**config.mk**
```make
export PLATFORM = sky130hd
export DESIGN_NAME = keypad_encoder
export DESIGN_NICKNAME = d
export VERILOG_FILES = /design/src/rtl/keypad_encoder_pkg.sv /design/src/rtl/keypad_encoder_sync_2ff.sv /design/src/rtl/keypad_encoder.sv
export SDC_FILE = /design/constraint.sdc
export NUM_CORES = 1
export LEC_CHECK = 0
export ABC_AREA = 1
export ABC_CLOCK_PERIOD_IN_PS = 4000
export CAP_MARGIN = 30
export CORE_UTILIZATION = 25
export DETAILED_ROUTE_END_ITERATION = 6
export HOLD_SLACK_MARGIN = 0.1
export MAX_ROUTING_LAYER = met4
export PLACE_DENSITY = 0.42
export SYNTH_ARGS = -nofsm -noshare
export SYNTH_HDL_FRONTEND = slang
export SYNTH_SLANG_ARGS = --single-unit
```
**constraint.sdc**
```tcl
create_clock -name i_clk -period 4 [get_ports i_clk]
set_clock_uncertainty 0.05 [all_clocks]
set_input_delay 0.8 -clock i_clk [delete_from_list [all_inputs] [get_ports i_clk]]
set_output_delay 0.8 -clock i_clk [all_outputs]
set_load 0.01 [all_outputs]
```
**src/rtl/keypad_encoder_pkg.sv**
```systemverilog
// Shared definitions for the keypad encoder: key codes, FSM states, column patterns
// and the (row, col) to key code lookup.
package keypad_encoder_pkg;

  localparam logic [3:0] KEY_A    = 4'hA;
  localparam logic [3:0] KEY_B    = 4'hB;
  localparam logic [3:0] KEY_C    = 4'hC;
  localparam logic [3:0] KEY_D    = 4'hD;
  localparam logic [3:0] KEY_STAR = 4'hE;
  localparam logic [3:0] KEY_HASH = 4'hF;

  localparam logic [3:0] COL_IDLE  = 4'b1111;
  localparam logic [3:0] COL_RESET = 4'b1110;

  typedef enum logic [1:0] {
    StScan     = 2'd0,
    StDebounce = 2'd1,
    StRelease  = 2'd2
  } state_e;

  // Active-low one-hot column drive for a column index.
  function automatic logic [3:0] col_drive(input logic [1:0] idx);
    logic [3:0] drv;
    drv = 4'b1111;
    drv[idx] = 1'b0;
    return drv;
  endfunction

  function automatic logic [3:0] key_code(input logic [1:0] row, input logic [1:0] col);
    logic [3:0] code;
    code = 4'h0;
    unique case ({row, col})
      4'b00_00: code = 4'h1;
      4'b00_01: code = 4'h2;
      4'b00_10: code = 4'h3;
      4'b00_11: code = KEY_A;
      4'b01_00: code = 4'h4;
      4'b01_01: code = 4'h5;
      4'b01_10: code = 4'h6;
      4'b01_11: code = KEY_B;
      4'b10_00: code = 4'h7;
      4'b10_01: code = 4'h8;
      4'b10_10: code = 4'h9;
      4'b10_11: code = KEY_C;
      4'b11_00: code = KEY_STAR;
      4'b11_01: code = 4'h0;
      4'b11_10: code = KEY_HASH;
      4'b11_11: code = KEY_D;
      default:  code = 4'h0;
    endcase
    return code;
  endfunction

endpackage

```
**src/rtl/keypad_encoder_sync_2ff.sv**
```systemverilog
// Two-flop synchronizer with a synchronous reset to all ones (idle, pulled-up rows).
module sync_2ff #(
  parameter int unsigned Width = 4
) (
  input  logic             clk,
  input  logic             rst,
  input  logic [Width-1:0] d,
  output logic [Width-1:0] q
);

  logic [Width-1:0] meta_q;
  logic [Width-1:0] sync_q;

  always_ff @(posedge clk) begin
    if (rst) begin
      meta_q <= '1;
      sync_q <= '1;
    end else begin
      meta_q <= d;
      sync_q <= meta_q;
    end
  end

  assign q = sync_q;

endmodule

```
**src/rtl/keypad_encoder.sv**
```systemverilog
// 4x4 matrix keypad scanner: column scan, press/release debounce and key encoding
// with a one-cycle valid strobe per accepted press.
module keypad_encoder
  import keypad_encoder_pkg::*;
#(
  parameter int unsigned SCAN_DIV        = 1000,
  parameter int unsigned DEBOUNCE_CYCLES = 10000
) (
  input  logic       i_clk,
  input  logic       i_rst,
  input  logic       i_en,
  input  logic [3:0] i_row,
  output logic [3:0] o_col,
  output logic [3:0] o_binary,
  output logic       o_valid,
  output logic       o_pressed
);

  localparam int unsigned CntMax = (SCAN_DIV > DEBOUNCE_CYCLES) ? SCAN_DIV : DEBOUNCE_CYCLES;
  localparam int unsigned CntW   = $clog2(CntMax + 1);
  localparam logic [CntW-1:0] ScanLast = CntW'(SCAN_DIV - 1);
  localparam logic [CntW-1:0] DebLast  = CntW'(DEBOUNCE_CYCLES - 1);

  logic [3:0] row_sync;

  sync_2ff #(
    .Width(4)
  ) u_row_sync (
    .clk(i_clk),
    .rst(i_rst),
    .d  (i_row),
    .q  (row_sync)
  );

  state_e          state_q, state_d;
  logic [CntW-1:0] cnt_q, cnt_d;
  logic [1:0]      col_q, col_d;
  logic [1:0]      row_q, row_d;
  logic [3:0]      col_drv_q, col_drv_d;
  logic [3:0]      binary_q, binary_d;
  logic            valid_q, valid_d;
  logic            pressed_q, pressed_d;

  logic       any_low;
  logic [1:0] low_idx;
  logic       held;

  // Lowest row index wins when several rows are low.
  always_comb begin
    low_idx = 2'd3;
    if (!row_sync[0])      low_idx = 2'd0;
    else if (!row_sync[1]) low_idx = 2'd1;
    else if (!row_sync[2]) low_idx = 2'd2;
  end

  assign any_low = ~&row_sync;
  assign held    = ~row_sync[row_q];

  always_comb begin
    state_d   = state_q;
    cnt_d     = cnt_q;
    col_d     = col_q;
    row_d     = row_q;
    binary_d  = binary_q;
    valid_d   = 1'b0;
    pressed_d = pressed_q;

    if (!i_en) begin
      state_d   = StScan;
      cnt_d     = '0;
      col_d     = 2'd0;
      pressed_d = 1'b0;
    end else begin
      unique case (state_q)
        StScan: begin
          if (cnt_q == ScanLast) begin
            cnt_d = '0;
            if (any_low) begin
              row_d   = low_idx;
              state_d = StDebounce;
            end else begin
              col_d = col_q + 2'd1;
            end
          end else begin
            cnt_d = cnt_q + CntW'(1);
          end
        end
        StDebounce: begin
          if (held) begin
            if (cnt_q == DebLast) begin
              cnt_d     = '0;
              binary_d  = key_code(row_q, col_q);
              valid_d   = 1'b1;
              pressed_d = 1'b1;
              state_d   = StRelease;
            end else begin
              cnt_d = cnt_q + CntW'(1);
            end
          end else begin
            cnt_d   = '0;
            col_d   = col_q + 2'd1;
            state_d = StScan;
          end
        end
        StRelease: begin
          if (!held) begin
            if (cnt_q == DebLast) begin
              cnt_d     = '0;
              pressed_d = 1'b0;
              col_d     = col_q + 2'd1;
              state_d   = StScan;
            end else begin
              cnt_d = cnt_q + CntW'(1);
            end
          end else begin
            cnt_d = '0;
          end
        end
        default: begin
          state_d = StScan;
          cnt_d   = '0;
        end
      endcase
    end

    col_drv_d = i_en ? col_drive(col_d) : COL_IDLE;
  end

  always_ff @(posedge i_clk) begin
    if (i_rst) begin
      state_q   <= StScan;
      cnt_q     <= '0;
      col_q     <= 2'd0;
      row_q     <= 2'd0;
      col_drv_q <= COL_RESET;
      binary_q  <= 4'h0;
      valid_q   <= 1'b0;
      pressed_q <= 1'b0;
    end else begin
      state_q   <= state_d;
      cnt_q     <= cnt_d;
      col_q     <= col_d;
      row_q     <= row_d;
      col_drv_q <= col_drv_d;
      binary_q  <= binary_d;
      valid_q   <= valid_d;
      pressed_q <= pressed_d;
    end
  end

  assign o_col     = col_drv_q;
  assign o_binary  = binary_q;
  assign o_valid   = valid_q;
  assign o_pressed = pressed_q;

endmodule

```
==> results of run 1 <==
-- placed cells by master, fill, tap and decap left out, drive strengths merged --
cell type and instances:
dfxtp 38, a21boi 1, nor2 44, ha 5, nor4 1, nor3 7
nand3 21, xnor2 1, inv 38, xor2 8, nand4 8, o211ai 2
a211oi 2, a311oi 2, a21oi 8, clkbuf 5, clkdlybuf4s50 16, clkinv 1
bufinv 2, nand2 55, or2 9, nand3b 1, o21ai 9
-- sequential cells by signal, summed over array words and instances (netlist names) --
signal and cells:
cnt_q 14, o_binary 4, o_col 4, u_row_sync.meta_q 4, u_row_sync.q 4, col_q 2, row_q 2, state_q 2
o_pressed 1, o_valid 1
-- layer usage --
layer / share of wire, % / up-vias
li1: - / 877
met1: 53 / 720
met2: 43 / 21
met3: 2.8 / 5
met4: 1.3 / 0
met5: 0 / -
-- worst paths after layout --
path | from | to | slack (ns) | cells after the start
setup / recovery | i_rst | cnt_q[13] | 1.75 | 6
hold / removal | u_row_sync.meta_q[2] | u_row_sync.q[2] | 0.36 | 1
setup reg to reg | cnt_q[0] | cnt_q[13] | 2.14 | 10
hold reg to reg | u_row_sync.meta_q[2] | u_row_sync.q[2] | 0.36 | 1
-- cell families (layout without fill, tap and decap cells) --
group           count (synthesis)  in the layout  share of synthesized area [%]
simple gates                  146            146                           35.9
buf+inv                        41             62                           8.74
flops                          38             38                           40.2
compound gates                 24             24                           7.68
xor+xnor                        9              9                           4.17
fa+ha+maj                       5              5                           3.31
-- power by group through the flow --
stage	Combinational [mW]	Sequential [mW]	Clock, mW
floorplan	0.0164	0.394	0
detailed placement	0.0274	0.394	0
CTS	0.0275	0.385	0.408
global placement	0.0275	0.394	0
finish	0.0268	0.385	0.393
global route	0.0316	0.386	0.422
-- metrics by stage --
stage                     instances  cell area, um^2
after floorplan                 263             1890
after global placement          375             2150
after detailed placement        375             2150
after CTS                       383             2290
after global routing            383             2290
final                           383             2290
-- critical path, stage by stage --
cell	delay, ns
clkdlybuf4s50_1	0.72
nor2_1	0.27
inv_1	0.09
nor2_1	0.19
nand2_2	0.21
nor2_1	0.13
-- final cells by class --
type | count | share of cell area (%)
flip-flops and latches | 38 | 33.2
well taps | 99 | 5.41
inverters | 38 | 6.23
clock inverters | 3 | 3.01
clock buffers | 5 | 3.01
multi-input cells | 184 | 42.1
repair buffers | 16 | 6.99
==> flow_metrics.py, run 1 <==
metrics = {
    "synth": {
        "async_reset_ff_share_pct": 0,
        "avgSynthCellArea_um2": 7.19,
        "ys_ff_latch": 38,
        "synth_most_common_cell": "nand2_1",
        "yosysWarnings": 0,
        "synthTopCellsByCount": "nand2_1 (51), nor2_1 (40), dfxtp_1 (38)",
        "syn_area_mm2": 0.00189,
        "synth_area_leaders": "dfxtp_1 (40%), nand2_1 (10%), nor2_1 (7.9%)",
        "netlist_instances": 263,
        "synth.distinct_cells": 29,
        "synth_area_leader_cell": "dfxtp_1",
        "syn_nets": 275,
        "yosysSeqAreaShare_pct": 40.2,
        "synth_edf_count": 0,
        "ys.flop_type": "dfxtp_1",
        "yosys.area.top_type_share_pct": 40.2,
    },
    "sta": {
        "slew_headroom_pct": 60.0,
        "final_hold_viol_count": 0,
        "max_freq_mhz": 445,
        "setup_slack_ns": 1.75,
        "period_minus_slack_ns": 2.25,
        "slew_violations": 0,
        "tns_ns": 0,
        "rsz0062_at_grt": "no",
        "worst_pin_slew_ns": 0.598,
        "setup_viol": 0,
        "period_share_pct": 56.1,
        "whs_ns": 0.364,
    },
    "clocking": {
        "clock_latency_ns": 0.29,
        "max-clock-path-buffers": 2,
        "cts.repair.resized": 0,
        "cts_sinks": 38,
        "clk_pin_slew_ns": 0.08,
        "cts_setup_buffers": 0,
        "hold_buffers": 0,
        "htree_levels": 2,
        "cts-buffers-inserted": 5,
        "tritoncts": "yes",
        "clock-root-buffer": "clkbuf_8",
    },
    "route": {
        "drt_wl_total_mm": 3.93,
        "drt-pass1-iter-count": 4,
        "drcViolationCount": 0,
        "via_count": 1623,
        "vias_per_cell": 4.24,
        "wl_per_cell_um": 10.3,
        "antenna_left": 0,
        "drt_iter0_markers": 77,
    },
    "floorplanning": {
        "dieHeight_um": 89.0,
        "die_w_um": 89.0,
        "die_area_mm2": 0.00791,
        "initial_core_util_pct": 25.9,
        "rows": 31,
        "core-area_mm2": 0.00729,
        "ioPinCount": 17,
    },
    "run": {
        "maxCapViolCount": 0,
    },
    "pwr": {
        "p_sw_uw": 159,
        "vdd_drop_max_uv": 119,
        "p_seq_share_pct": 47.9,
        "power_switching_share_pct": 19.8,
        "power_leakage_nw": 0.925,
        "internal_power_uw": 645,
        "clockPowerShare_pct": 48.8,
        "total_power_uw": 805,
        "power_density_mw_per_mm2": 351,
        "comb_power_share_pct": 3.3,
    },
    "finish": {
        "post-route-util_pct": 31.4,
        "n_fill_cell": 836,
        "final_layout_size_suffix_gt1_share_pct": 10.9,
        "register_area_um2": 761,
        "nNetsFinal": 295,
        "antennaDiodeCount": 0,
        "multi_input_area_um2": 965,
        "syn_to_final_growth_pct": 21.1,
    },
    "setup_path": {
        "critPathCaptureType": "flop",
        "cp.arrival_ns": 2.41,
        "start_kind": "input pin",
        "critPathRequiredTime_ns": 4.17,
        "critical_path.max_fanout": 17,
        "criticalPathCategory": "input pin to flop",
    },
    "place": {
        "gp_congestion": 0.776,
        "place_ws_ns": 1.41,
        "dp_hpwl_mm": 2.99,
        "portBuffers": 16,
    },
    "grt": {
        "grt_pass1_vias": 1508,
        "gr-usage-met2_pct": 18.1,
        "grt_overflow": 0,
        "busiest_layer": "met2",
        "met1_usage_pct": 15.7,
        "grt_antenna_before_repair": 0,
        "grt_max_degree": 18,
        "grt_pass1_wl_mm": 6.93,
        "use_met3_pct": 2.49,
        "grtUsageTotal_pct": 11.8,
    },
    "outcome": {
        "outcome": "finished clean",
    },
    "worst_hold_path": {
        "hold_class": "flop to flop",
    },
}
No activity file was read; power rests on OpenSTA's default activity.
==> run 2: changes to the inputs <==
- ABC_CLOCK_PERIOD_IN_PS: 4000 -> 2110
- clock period: 4 -> 2.11 ns (I/O delays scaled with it)
==> flow_metrics.py, run 2 (synthesis gave the netlist of run 1 again) <==
metrics = {
    "sta": {
        "slew_headroom_pct": 72.2,
        "rsz0062_at_grt": "no",
        "period_minus_slack_ns": 1.89,
        "setup_viol": 0,
        "period_share_pct": 89.3,
        "slew_violations": 0,
        "max_freq_mhz": 530,
        "setup_slack_ns": 0.225,
        "final_hold_viol_count": 0,
        "tns_ns": 0,
        "worst_pin_slew_ns": 0.416,
    },
    "worst_hold_path": {
        "hold_class": "flop to flop",
    },
    "setup_path": {
        "critical_path_buf_inv_count": 0,
        "cp_cell_sequence": "ha_1, nand2_1, nor2_4, nand2_1, nor2_1, nor3_1, nand2_1, o211ai_2, nand2_2, nor2_1",
        "critPathCaptureType": "flop",
        "criticalPathCategory": "flop to flop",
        "cpMaxStageDelayCell": "dfxtp_1",
        "cp.arrival_ns": 2.01,
        "crit_family": "simple AND/OR/NAND/NOR gates",
        "start_kind": "flop",
        "critPathRequiredTime_ns": 2.24,
        "slowest_delay_ns": 0.36,
        "critical_path.max_fanout": 12,
        "crit_path_frequent_cell": "nand2_1",
    },
    "clocking": {
        "cts_sinks": 38,
        "clock_latency_ns": 0.29,
        "cts-buffers-inserted": 5,
        "tritoncts": "yes",
        "cts.repair.resized": 0,
        "cts_setup_buffers": 0,
        "hold_buffers": 0,
        "htree_levels": 2,
        "clock-root-buffer": "clkbuf_8",
        "max-clock-path-buffers": 2,
        "clk_pin_slew_ns": 0.08,
    },
    "grt": {
        "grt_pass1_vias": 1495,
        "grt_antenna_before_repair": 0,
        "grtUsageTotal_pct": 11.8,
        "grt_overflow": 0,
        "grt_pass1_wl_mm": 6.82,
        "grt_max_degree": 17,
    },
    "pwr": {
        "power_density_mw_per_mm2": 578,
        "vdd_drop_max_uv": 209,
        "p_seq_share_pct": 55.7,
        "power_switching_share_pct": 22.7,
        "comb_power_share_pct": 4.0,
        "power_leakage_nw": 0.919,
        "internal_power_mw": 1.01,
        "p_sw_uw": 297,
        "clockPowerShare_pct": 40.2,
    },
    "floorplanning": {
        "rows": 31,
        "ioPinCount": 17,
        "initial_core_util_pct": 25.9,
        "die_area_mm2": 0.00791,
        "dieHeight_um": 89.0,
        "die_w_um": 89.0,
        "core-area_mm2": 0.00729,
    },
    "finish": {
        "syn_to_final_growth_pct": 20.1,
        "final_common_cell": "nand2_1",
        "post-route-util_pct": 31.1,
        "n_fill_cell": 807,
        "largest_reg_flops": 14,
        "layout_common_cells": "nand2_1 (51), nor2_1 (40), dfxtp_1 (38)",
        "final_layout_size_suffix_gt1_share_pct": 11.8,
        "max_flop_register": "cnt_q",
        "antennaDiodeCount": 0,
        "nNetsFinal": 298,
    },
    "route": {
        "wl_per_cell_um": 10.6,
        "drt_iter0_markers": 70,
        "via_count": 1649,
        "drcViolationCount": 0,
        "vias_per_cell": 4.27,
        "drt_wl_total_mm": 4.08,
        "antenna_left": 0,
        "drt-pass1-iter-count": 4,
    },
    "run": {
        "maxCapViolCount": 0,
    },
    "place": {
        "place_ws_ns": 0.150,
        "portBuffers": 16,
        "gp_congestion": 0.813,
        "dp_hpwl_mm": 3.07,
    },
    "outcome": {
        "outcome": "finished clean",
    },
}
## run 2: changes by cell type in the layout (fill, tap and decap cells not counted)
| cell | delta |
|---|---|
| clkinvlp_4 | +1 |
| clkinv_4 | -1 |
| bufinv_16 | -2 |
| clkbuf_8 | +1 |
| buf_4 | +3 |
| clkinv_2 | +1 |
## run 2: metrics by stage
step                      instances  total power, mW  area, um^2  hold slack (ns)
after global routing            386             1.38        2270            0.374
after floorplan                 263            0.778        1890            0.339
after detailed placement        378            0.801        2170            0.345
after global placement          378            0.801        2170            0.342
final                           386             1.31        2270            0.363
after CTS                       386             1.34        2270            0.365
## run 2: path summary, 6_finish.rpt
| kind | slack [ns] | startpoint | depth (start not counted) | to |
|---|---|---|---|---|
| setup / recovery | 0.22 | cnt_q[0] | 10 | cnt_q[9] |
| hold / removal | 0.36 | u_row_sync.meta_q[2] | 1 | u_row_sync.q[2] |
| setup reg to reg | 0.22 | cnt_q[0] | 10 | cnt_q[9] |
| hold reg to reg | 0.36 | u_row_sync.meta_q[2] | 1 | u_row_sync.q[2] |
## run 2: final cells by class
type	instances	area [um^2]	area share [%]
multi-input combinational	184	965	42.5
sequential	38	761	33.5
timing repair buffer	19	183	8.05
inverter	38	143	6.28
tap	99	124	5.46
clock buffer	6	82.6	3.64
clock inverter	2	12.5	0.551
## run 2: routing by layer
metal / part of all wire [%] / up-vias / track usage [%] / wire length [um]
li1: - / 885 / - / -
met1: 51 / 729 / 14.9 / 2080
met2: 44 / 31 / 18.4 / 1780
met3: 3.7 / 4 / 2.77 / 152
met4: 1.6 / 0 / 4.76 / 64
met5: 0 / - / - / 0
## run 2: power by group through the flow
stage | clock network (mW) | registers (mW) | logic (mW)
after global placement | 0 | 0.747 | 0.0539
after CTS | 0.555 | 0.731 | 0.0536
after global routing | 0.584 | 0.732 | 0.0606
final | 0.528 | 0.730 | 0.0527
after detailed placement | 0 | 0.748 | 0.0535
after floorplan | 0 | 0.747 | 0.0311
==> run 3: changes to the inputs <==
- ABC_AREA: 1 -> unset
==> flow_metrics.py, run 3 <==
metrics = {
    "clocking": {
        "hold_buffers": 0,
        "cts-buffers-inserted": 5,
        "max-clock-path-buffers": 2,
        "tritoncts": "yes",
        "htree_levels": 2,
        "clk_pin_slew_ns": 0.08,
        "cts_sinks": 38,
        "clock_latency_ns": 0.30,
        "clock-root-buffer": "clkbuf_8",
    },
    "route": {
        "drt_iter0_markers": 57,
        "drcViolationCount": 0,
        "drt_wl_total_mm": 3.88,
        "vias_per_cell": 4.33,
        "drt-pass1-iter-count": 4,
        "via_count": 1501,
        "wl_per_cell_um": 11.2,
        "antenna_left": 0,
    },
    "place": {
        "gp_congestion": 0.774,
        "detailed_place.area_mm2": 0.00224,
        "portBuffers": 16,
        "place_ws_ns": -0.0700,
        "dpl.cell_count": 334,
        "dp_hpwl_mm": 2.83,
    },
    "floorplanning": {
        "die_w_um": 85.8,
        "ioPinCount": 17,
        "rows": 30,
        "core-area_mm2": 0.00679,
        "die_area_mm2": 0.00736,
        "dieHeight_um": 85.8,
        "initial_core_util_pct": 25.8,
    },
    "grt": {
        "grt_pass1_vias": 1348,
        "grt_antenna_before_repair": 0,
        "grtUsageTotal_pct": 11.9,
        "grt_pass1_wl_mm": 6.53,
        "grt_overflow": 0,
        "grt_max_degree": 16,
    },
    "synth": {
        "synth_area_leaders": "dfxtp_1 (43%), nor2_1 (6.4%), xnor2_1 (4.0%)",
        "netlist_instances": 199,
        "synth_edf_count": 0,
        "avgSynthCellArea_um2": 8.81,
        "async_reset_ff_share_pct": 0,
        "syn_nets": 211,
        "yosys.area.top_type_share_pct": 43.4,
        "synth_area_leader_cell": "dfxtp_1",
        "yosysSeqAreaShare_pct": 43.4,
        "synthTopCellsByCount": "dfxtp_1 (38), nor2_1 (30), nand2_1 (14)",
        "synth_most_common_cell": "dfxtp_1",
        "ys_ff_latch": 38,
        "ys.flop_type": "dfxtp_1",
        "synth.distinct_cells": 35,
        "syn_area_mm2": 0.00175,
        "yosysWarnings": 0,
    },
    "finish": {
        "syn_to_final_growth_pct": 37.9,
        "nNetsFinal": 262,
        "finalInstanceArea_mm2": 0.00242,
        "post-route-util_pct": 35.6,
        "layout_common_cells": "dfxtp_1 (37), buf_4 (33), nor2_1 (29)",
        "n_fill_cell": 708,
        "max_flop_register": "cnt_q",
        "final_layout_size_suffix_gt1_share_pct": 26.3,
        "antennaDiodeCount": 0,
        "largest_reg_flops": 14,
        "instances_no_fill": 347,
        "final_common_cell": "dfxtp_1",
    },
    "setup_path": {
        "critPathRequiredTime_ns": 2.24,
        "cp.arrival_ns": 2.21,
        "start_kind": "flop",
        "critical_path.max_fanout": 3,
        "criticalPathCategory": "flop to flop",
        "critPathCaptureType": "flop",
    },
    "sta": {
        "period_share_pct": 98.8,
        "setup_viol": 0,
        "slew_violations": 0,
        "period_minus_slack_ns": 2.08,
        "worst_pin_slew_ns": 0.294,
        "final_hold_viol_count": 0,
        "tns_ns": 0,
        "setup_slack_ns": 0.0254,
        "rsz0062_at_grt": "yes",
        "slew_headroom_pct": 80.4,
        "max_freq_mhz": 480,
    },
    "pwr": {
        "power_leakage_nw": 0.899,
        "power_density_mw_per_mm2": 549,
        "vdd_drop_max_uv": 205,
    },
    "outcome": {
        "outcome": "finished clean",
    },
    "run": {
        "maxCapViolCount": 0,
    },
    "worst_hold_path": {
        "hold_class": "flop to flop",
    },
}
## run 3: cell types whose count changed after synthesis, sizes merged, moves of 7 or more
cell   delta
nand2    -41
inv      -30
nor2     -14
nand3    -10
xnor2     +7
## run 3: repair_timing
item / 4_1_cts / 5_1_grt
pin swaps: 8 / 6
endpoints found under the setup margin: 1 / 22
gates resized for setup: 2 / 7
buffers inserted: 3 / 2
## run 3: routing by layer
metal	vias up	track usage [%]	routed length [um]
li1	784	-	-
met1	685	14.8	1890
met2	23	18.0	1770
met3	9	3.27	136
met4	0	5.45	82
met5	-	-	0
## run 3: path summary, 6_finish.rpt
check	from	endpoint	slack [ns]	depth (start not counted)
setup / recovery	cnt_q[5]	o_col[1]	0.03	6
hold / removal	u_row_sync.meta_q[1]	u_row_sync.q[1]	0.36	1
setup reg to reg	cnt_q[5]	o_col[1]	0.03	6
hold reg to reg	u_row_sync.meta_q[1]	u_row_sync.q[1]	0.36	1
## run 3: through the flow
stage | power, mW | hold slack [ns]
after floorplan | 0.773 | 0.339
after global placement | 0.807 | 0.342
after detailed placement | 0.807 | 0.344
after CTS | 1.35 | 0.365
after global routing | 1.38 | 0.380
final | 1.33 | 0.363
## run 3: worst max-delay path, cell delays in order (launching register included)
cell and delay, ns:
dfxtp_2 0.32, or4b_4 0.54, nor4_4 0.18, nand2_2 0.10
mux2i_1 0.12, o31a_1 0.34, or3_1 0.32
## run 3: kinds of logic (layout without fill, tap and decap cells)
kind of cell	after synthesis	after routing	synth area share, %
fa+ha+maj	5	5	3.57
buf+inv	14	66	3.14
flops	38	38	43.4
xor+xnor	14	14	6.99
mux	4	4	3.00
simple gates	97	97	30.5
compound gates	27	27	9.42
## run 3: cell type report
class                   count  area, um^2  share of cell area (%)
inverters                   8        30.0                    1.24
flip-flops and latches     38         762                    31.5
multi-input cells         147         983                    40.7
repair buffers             50         428                    17.7
well taps                  96         120                    4.97
clock buffers               6        82.6                    3.41
clock inverters             2        12.5                   0.517
## run 3: power by group
group,internal [mW],switching [mW]
combinational,0.0320,0.0283
sequential,0.726,0.00422
clock,0.263,0.273
total,1.02,0.306
